**config.mk**
```make
export PLATFORM = sky130hd
export DESIGN_NAME = clk_ratio_detector
export DESIGN_NICKNAME = d
export VERILOG_FILES = /design/src/rtl/clk_ratio_detector.sv
export SDC_FILE = /design/constraint.sdc
export NUM_CORES = 1
export LEC_CHECK = 0
export BUFFER_PORTS_ARGS = -buffer_cell sky130_fd_sc_hd__buf_2
export CAP_MARGIN = 15
export CORE_MARGIN = 5
export CORE_UTILIZATION = 56
export CTS_CLUSTER_DIAMETER = 40
export CTS_CLUSTER_SIZE = 28
export DETAILED_ROUTE_END_ITERATION = 12
export MAX_ROUTING_LAYER = met4
export PLACE_DENSITY = 0.77
export SYNTH_ARGS = -nofsm -noshare
export SYNTH_HDL_FRONTEND = slang
export SYNTH_SLANG_ARGS = --single-unit
```
**constraint.sdc**
```tcl
create_clock -name clk -period 3.2 [get_ports clk]
set_clock_uncertainty 0.1 [all_clocks]
set_input_delay 0 -clock clk [delete_from_list [all_inputs] [get_ports clk]]
set_output_delay 0 -clock clk [all_outputs]
set_load 0.005 [all_outputs]
```
**src/rtl/clk_ratio_detector.sv**
```systemverilog
// clk_ratio_detector
//   Measures the interval between toggles of an asynchronous divided clock
//   (clk_in) in units of the system clock, and reports lock once the
//   interval has been stable for LOCK_COUNT consecutive measurements.
//
//   Parameters:
//     CNT_W       width of the interval counter and half_period
//     LOCK_COUNT  consecutive matching intervals needed for lock (1..15)
//
//   Ports:
//     clk           system clock (rising edge)
//     rst           synchronous active-high reset
//     clk_in        divided clock under measurement (async to clk)
//     clr           synchronous restart of measurement, clears overflow
//     clk_in_sync   clk_in after the 2-flop synchronizer
//     edge_det      one-cycle pulse per detected clk_in toggle
//     half_period   last measured interval between toggles, in clk cycles
//     period_valid  one-cycle pulse when half_period was updated
//     locked        interval stable for LOCK_COUNT intervals
//     overflow      sticky: no toggle seen within 2^CNT_W-1 cycles
//
//   Build option:
//     CLK_RATIO_TOL_EN  when defined, an interval within +/-1 of the
//                       reference counts as a match (absorbs sync jitter).

module clk_ratio_detector #(
    parameter int CNT_W      = 16,
    parameter int LOCK_COUNT = 4
) (
    input  logic             clk,
    input  logic             rst,
    input  logic             clk_in,
    input  logic             clr,
    output logic             clk_in_sync,
    output logic             edge_det,
    output logic [CNT_W-1:0] half_period,
    output logic             period_valid,
    output logic             locked,
    output logic             overflow
);

    localparam logic [CNT_W-1:0] CNT_MAX = '1;
    localparam logic [3:0]       LOCK_N  = 4'(LOCK_COUNT);

    typedef enum logic [1:0] {IDLE, MEASURE, LOCKED} state_t;

    state_t           state, state_nxt;
    logic             s1, s2, s3;
    logic [CNT_W-1:0] cnt;
    logic [CNT_W-1:0] ref_val, ref_nxt;
    logic [CNT_W-1:0] hp_nxt;
    logic [CNT_W-1:0] diff;
    logic [3:0]       match_cnt, match_nxt, match_inc;
    logic             locked_nxt, pv_nxt, ovf_nxt, is_match;

    assign clk_in_sync = s2;

    // Synchronizer, history flop and registered toggle detect.
    always_ff @(posedge clk) begin
        if (rst) begin
            s1       <= 1'b0;
            s2       <= 1'b0;
            s3       <= 1'b0;
            edge_det <= 1'b0;
        end else begin
            s1       <= clk_in;
            s2       <= s1;
            s3       <= s2;
            edge_det <= s2 ^ s3;
        end
    end

    // Interval counter: an edge restarts at 1 so the value seen on the next
    // edge equals the number of clk cycles between the two edges.
    always_ff @(posedge clk) begin
        if (rst || clr)
            cnt <= '0;
        else if (edge_det)
            cnt <= {{(CNT_W-1){1'b0}}, 1'b1};
        else if (cnt != CNT_MAX)
            cnt <= cnt + 1'b1;
    end

    // match_cnt == 0 means no reference has been captured yet, so the first
    // measured interval can never match the stale/zero reference.
    always_comb begin
        diff = (cnt >= ref_val) ? (cnt - ref_val) : (ref_val - cnt);
`ifdef CLK_RATIO_TOL_EN
        is_match = (match_cnt != 4'd0) && (diff <= CNT_W'(1));
`else
        is_match = (match_cnt != 4'd0) && (diff == '0);
`endif
        match_inc = match_cnt + 4'd1;
    end

    always_comb begin
        state_nxt  = state;
        ref_nxt    = ref_val;
        match_nxt  = match_cnt;
        locked_nxt = locked;
        pv_nxt     = 1'b0;
        hp_nxt     = half_period;
        ovf_nxt    = overflow;
        if (clr) begin
            // Any coincident edge is dropped; half_period is kept.
            state_nxt  = IDLE;
            ref_nxt    = '0;
            match_nxt  = 4'd0;
            locked_nxt = 1'b0;
            ovf_nxt    = 1'b0;
        end else begin
            case (state)
                IDLE: begin
                    if (edge_det)
                        state_nxt = MEASURE;
                end
                MEASURE, LOCKED: begin
                    if (cnt == CNT_MAX) begin
                        // Timeout wins over a coincident edge.
                        ovf_nxt    = 1'b1;
                        state_nxt  = IDLE;
                        locked_nxt = 1'b0;
                        match_nxt  = 4'd0;
                    end else if (edge_det) begin
                        pv_nxt = 1'b1;
                        hp_nxt = cnt;
                        if (is_match) begin
                            if (state == MEASURE) begin
                                match_nxt = match_inc;
                                if (match_inc >= LOCK_N) begin
                                    state_nxt  = LOCKED;
                                    locked_nxt = 1'b1;
                                end
                            end
                        end else begin
                            ref_nxt   = cnt;
                            match_nxt = 4'd1;
                            if (state == MEASURE && LOCK_N <= 4'd1) begin
                                state_nxt  = LOCKED;
                                locked_nxt = 1'b1;
                            end else begin
                                state_nxt  = MEASURE;
                                locked_nxt = 1'b0;
                            end
                        end
                    end
                end
                default: state_nxt = IDLE;
            endcase
        end
    end

    always_ff @(posedge clk) begin
        if (rst) begin
            state        <= IDLE;
            ref_val      <= '0;
            match_cnt    <= 4'd0;
            locked       <= 1'b0;
            period_valid <= 1'b0;
            half_period  <= '0;
            overflow     <= 1'b0;
        end else begin
            state        <= state_nxt;
            ref_val      <= ref_nxt;
            match_cnt    <= match_nxt;
            locked       <= locked_nxt;
            period_valid <= pv_nxt;
            half_period  <= hp_nxt;
            overflow     <= ovf_nxt;
        end
    end

endmodule
```
==> flow_summary.yaml <==
outcome:
  status: "finished clean"
setup_path:
  r2r-start: "cnt[12]"
  rr_worst_depth: 13
  rrSetupSlack_ps: 40
  crit_fanout: 12
  arrival_ps: 3340
  r2r-end: "match_cnt[3]"
  cp.required_ps: 3380
  worstSetupEndpoint: "match_cnt[3]"
  end_kind: "register"
  path_class: "reg2reg"
  setup.worst_path.start_class: "register"
  timing.critical_path.from: "cnt[12]"
clock_tree:
  clock_latency_ps: 340
  htreeDepth: 3
  cts_tree: "yes"
  clock-root-buffer: "clkbuf_8"
  numClockSinks: 61
  clkSlewWorstSetupHoldPaths_ps: 70
  clockBufferDepth: 2
  cts_buffers: 9
final_layout:
  layoutNonFillerInstCount: 735
  layout-area-overhead-vs-synth_pct: 23.92
  seqCellArea_um2: 1226
  nets: 670
  antenna_cells: 0
  utilization_pct: 69.87
  layout-drive-gt1-share_pct: 22.91
  fillers: 607
  multi_input_comb_area_um2: 2973
sta:
  final.setup.tns_ps: 0
  hold_ws_ps: 88.20
  fin_crit_sh_pct: 98.75
  hold_viol: 0
  setup_ws_ps: 39.86
  slew_headroom_pct: 40.58
  max_freq_mhz: 316.4
  rsz0062_at_grt: "yes"
  layout_min_cycle_time_ps: 3160
  setup_viol: 0
  maxSlewViolCount: 0
  tightest_slew_ps: 888.0
floorplanning:
  die_w_um: 97.52
  core_area_um2: 7607
  dieArea_um2: 9509
  rows: 32
  ios: 25
  start_util_pct: 56.38
  die-height_um: 97.52
power:
  seq_power_share_pct: 46.2
  internal-power_mw: 1.295
  vdd_drop_max_uv: 336.5
  p_sw_share_pct: 21.87
  switchingPower_uw: 362.4
  p_leak_nw: 2.125
  powerDensity_nw_per_um2: 311.8
  clkPwrFrac_pct: 46.6
  p_comb_share_pct: 7.2
yosys:
  ys_types: 61
  synth_edf_count: 0
  synthArstFlopShare_pct: 0
  syn-num-nets: 608
  synth-seq-area-share_pct: 28.47
  ys.flop_type: "dfxtp_1"
  yosysWarnings: 0
  avgSynthCellArea_um2: 7.578
  synth-seq-cells: 61
  syn_area_um2: 4289
  syn_inst: 566
route:
  drc: 0
  drtPass1Iterations: 5
  via_count: 4554
  wl_per_cell_um: 18.08
  first_iter_violations: 346
  vias_per_cell: 6.196
  ant_nets: 0
  wl_um: 13290
placed_design:
  place.gp.congestion: 0.9267
  hpwl_um: 9551
  portBuffers: 24
  placed_cells: 712
  place_ws_ps: -20.52
global_routing:
  grt_pass1_vias: 4389
  grt_start_max_net_pins: 24
  grt_usage_pct: 27.79
  antenna_found_initial: 0
  grt_pass1_wl_um: 21310
  gr-total-overflow: 0
run:
  cap_viol_max_count: 0
min_path:
  hp-class: "in2reg"
[state kept, by name, indices dropped and copies added, names as in the netlist]
name and count:
locked 1, overflow 1, s1 1, state 2, cnt 16, match_cnt 4, period_valid 1, s3 1
clk_in_sync 1, ref_val 16, half_period 16, edge_det 1
[cell usage after synthesis (all sizes together) (2+ instances only)]
library cell  count  area (um2)
nand2            58       217.7
o21bai            3       22.52
o211a             4       40.04
clkbuf           17       63.81
a31oi            11       68.82
or3               2       12.51
a221o             2       20.02
nor3             12       60.06
nand3            31       160.1
a21oi            70       350.3
o41ai             3       33.79
inv              45       168.9
xnor2            25       219.0
a211o             3       26.28
xor2              4       35.03
o21a              3       22.52
and3              8       55.05
o21ai            34       173.9
dfxtp            61        1221
a21o              7       52.55
a211oi            3       27.52
o31ai             4       30.03
nor2             42       157.7
nand2b            4       25.02
o211ai            3       36.28
nor4              6       43.79
and2              3       18.77
nor2b             6       37.54
ha               38       475.5
a221oi            2       17.52
nand4             8       50.05
and4              3       26.28
or2               2       12.51
a41oi             3       26.28
buf              17       93.84
o221ai            4       35.03
[power groups by stage]
| stage | Combinational, mW | Sequential, mW | Clock (mW) |
|---|---|---|---|
| 6_report | 0.119 | 0.766 | 0.772 |
| 5_1_grt | 0.128 | 0.766 | 0.817 |
| 4_1_cts | 0.106 | 0.766 | 0.777 |
| 3_5_place_dp | 0.101 | 0.783 | 0 |
| 3_3_place_gp | 0.0998 | 0.783 | 0 |
| 2_1_floorplan | 0.0727 | 0.782 | 0 |
[worst min path at each step]
| stage | startpoint | to | slack [ps] | depth (start not counted) |
|---|---|---|---|---|
| global route | clr | state[1] | 110 | 4 |
| finish | clr | state[1] | 90 | 4 |
| CTS | clr | state[1] | 70 | 4 |
| floorplan | clk_in | s1 | 30 | 1 |
| global placement | clk_in | s1 | 120 | 2 |
| detailed placement | clk_in | s1 | 120 | 2 |
[logic make-up (layout without fill, tap and decap cells)]
kind of cell | Yosys count | count (layout) | synth area share [%]
AOI/OAI and AO/OA | 169 | 169 | 25.41
buffers and inverters | 79 | 145 | 7.614
muxes | 1 | 1 | 0.2625
and+or+nand+nor | 189 | 190 | 21.24
DFF | 61 | 61 | 28.47
xor gates and xnor gates | 29 | 29 | 5.922
adders and majority gates | 38 | 38 | 11.09
[stage by stage]
stage,total power [mW],cell area [um2]
6_report,1.657,5315
5_1_grt,1.712,5315
3_3_place_gp,0.8827,4797
4_1_cts,1.649,5087
3_5_place_dp,0.8842,4797
2_1_floorplan,0.8551,4289
[worst max-delay path, stage by stage (launching register included)]
cell	delay (ps)
dfxtp_1	410
inv_1	90
ha_1	310
buf_4	190
o21ai_0	150
nor2_1	70
a311o_1	330
xnor2_1	140
o311ai_0	160
a21oi_1	190
o211a_1	260
nand4_1	180
nor4_1	370
o21bai_1	160
[repair_timing]
item | in CTS | in global routing
gates cloned | 0 | 1
hold buffers | 3 | 0
pin swaps | 0 | 10
setup buffers | 1 | 2
gates resized for setup | 7 | 43
hold endpoints to repair | 20 | 0
setup endpoints to repair | 8 | 23
[cell type report]
cell class                      instances  area share, %
Clock buffer                           12          2.919
Clock inverter                          4          1.318
Inverter                               45          3.178
Multi-Input combinational cell        427          55.93
Sequential cell                        61          23.07
Tap cell                              102          2.401
Timing Repair Buffer                   84          11.18
[cell usage in the layout (no fill, tap or decap), drive strengths merged, types with 2 or more instances in the layout]
| cell | instances |
|---|---|
| buf | 81 |
| a21oi | 70 |
| dfxtp | 61 |
| nand2 | 58 |
| inv | 45 |
| nor2 | 42 |
| ha | 38 |
| o21ai | 34 |
| nand3 | 31 |
| xnor2 | 25 |
| nor3 | 12 |
| clkbuf | 12 |
| a31oi | 11 |
| and3 | 9 |
| nand4 | 8 |
| a21o | 7 |
| nor2b | 6 |
| nor4 | 6 |
| nand2b | 4 |
| o211a | 4 |
| xor2 | 4 |
| o31ai | 4 |
| o221ai | 4 |
| and4 | 3 |
| o21a | 3 |
| a211o | 3 |
| o41ai | 3 |
| o21bai | 3 |
| a41oi | 3 |
| dlygate4sd3 | 3 |
| and2 | 3 |
| a211oi | 3 |
| o211ai | 3 |
| or3 | 2 |
| or2 | 2 |
| a221oi | 2 |
| a221o | 2 |
| clkinv | 2 |
| bufinv | 2 |
[per-layer routing]
layer	wire length, um	GRT usage (%)	vias up
met5	0	-	-
met3	1019	4.810	29
li1	-	-	2124
met1	5699	35.44	2172
met2	6246	44.02	229
met4	323	10.54	0
Note: power is estimated with default switching activity, not from simulation.
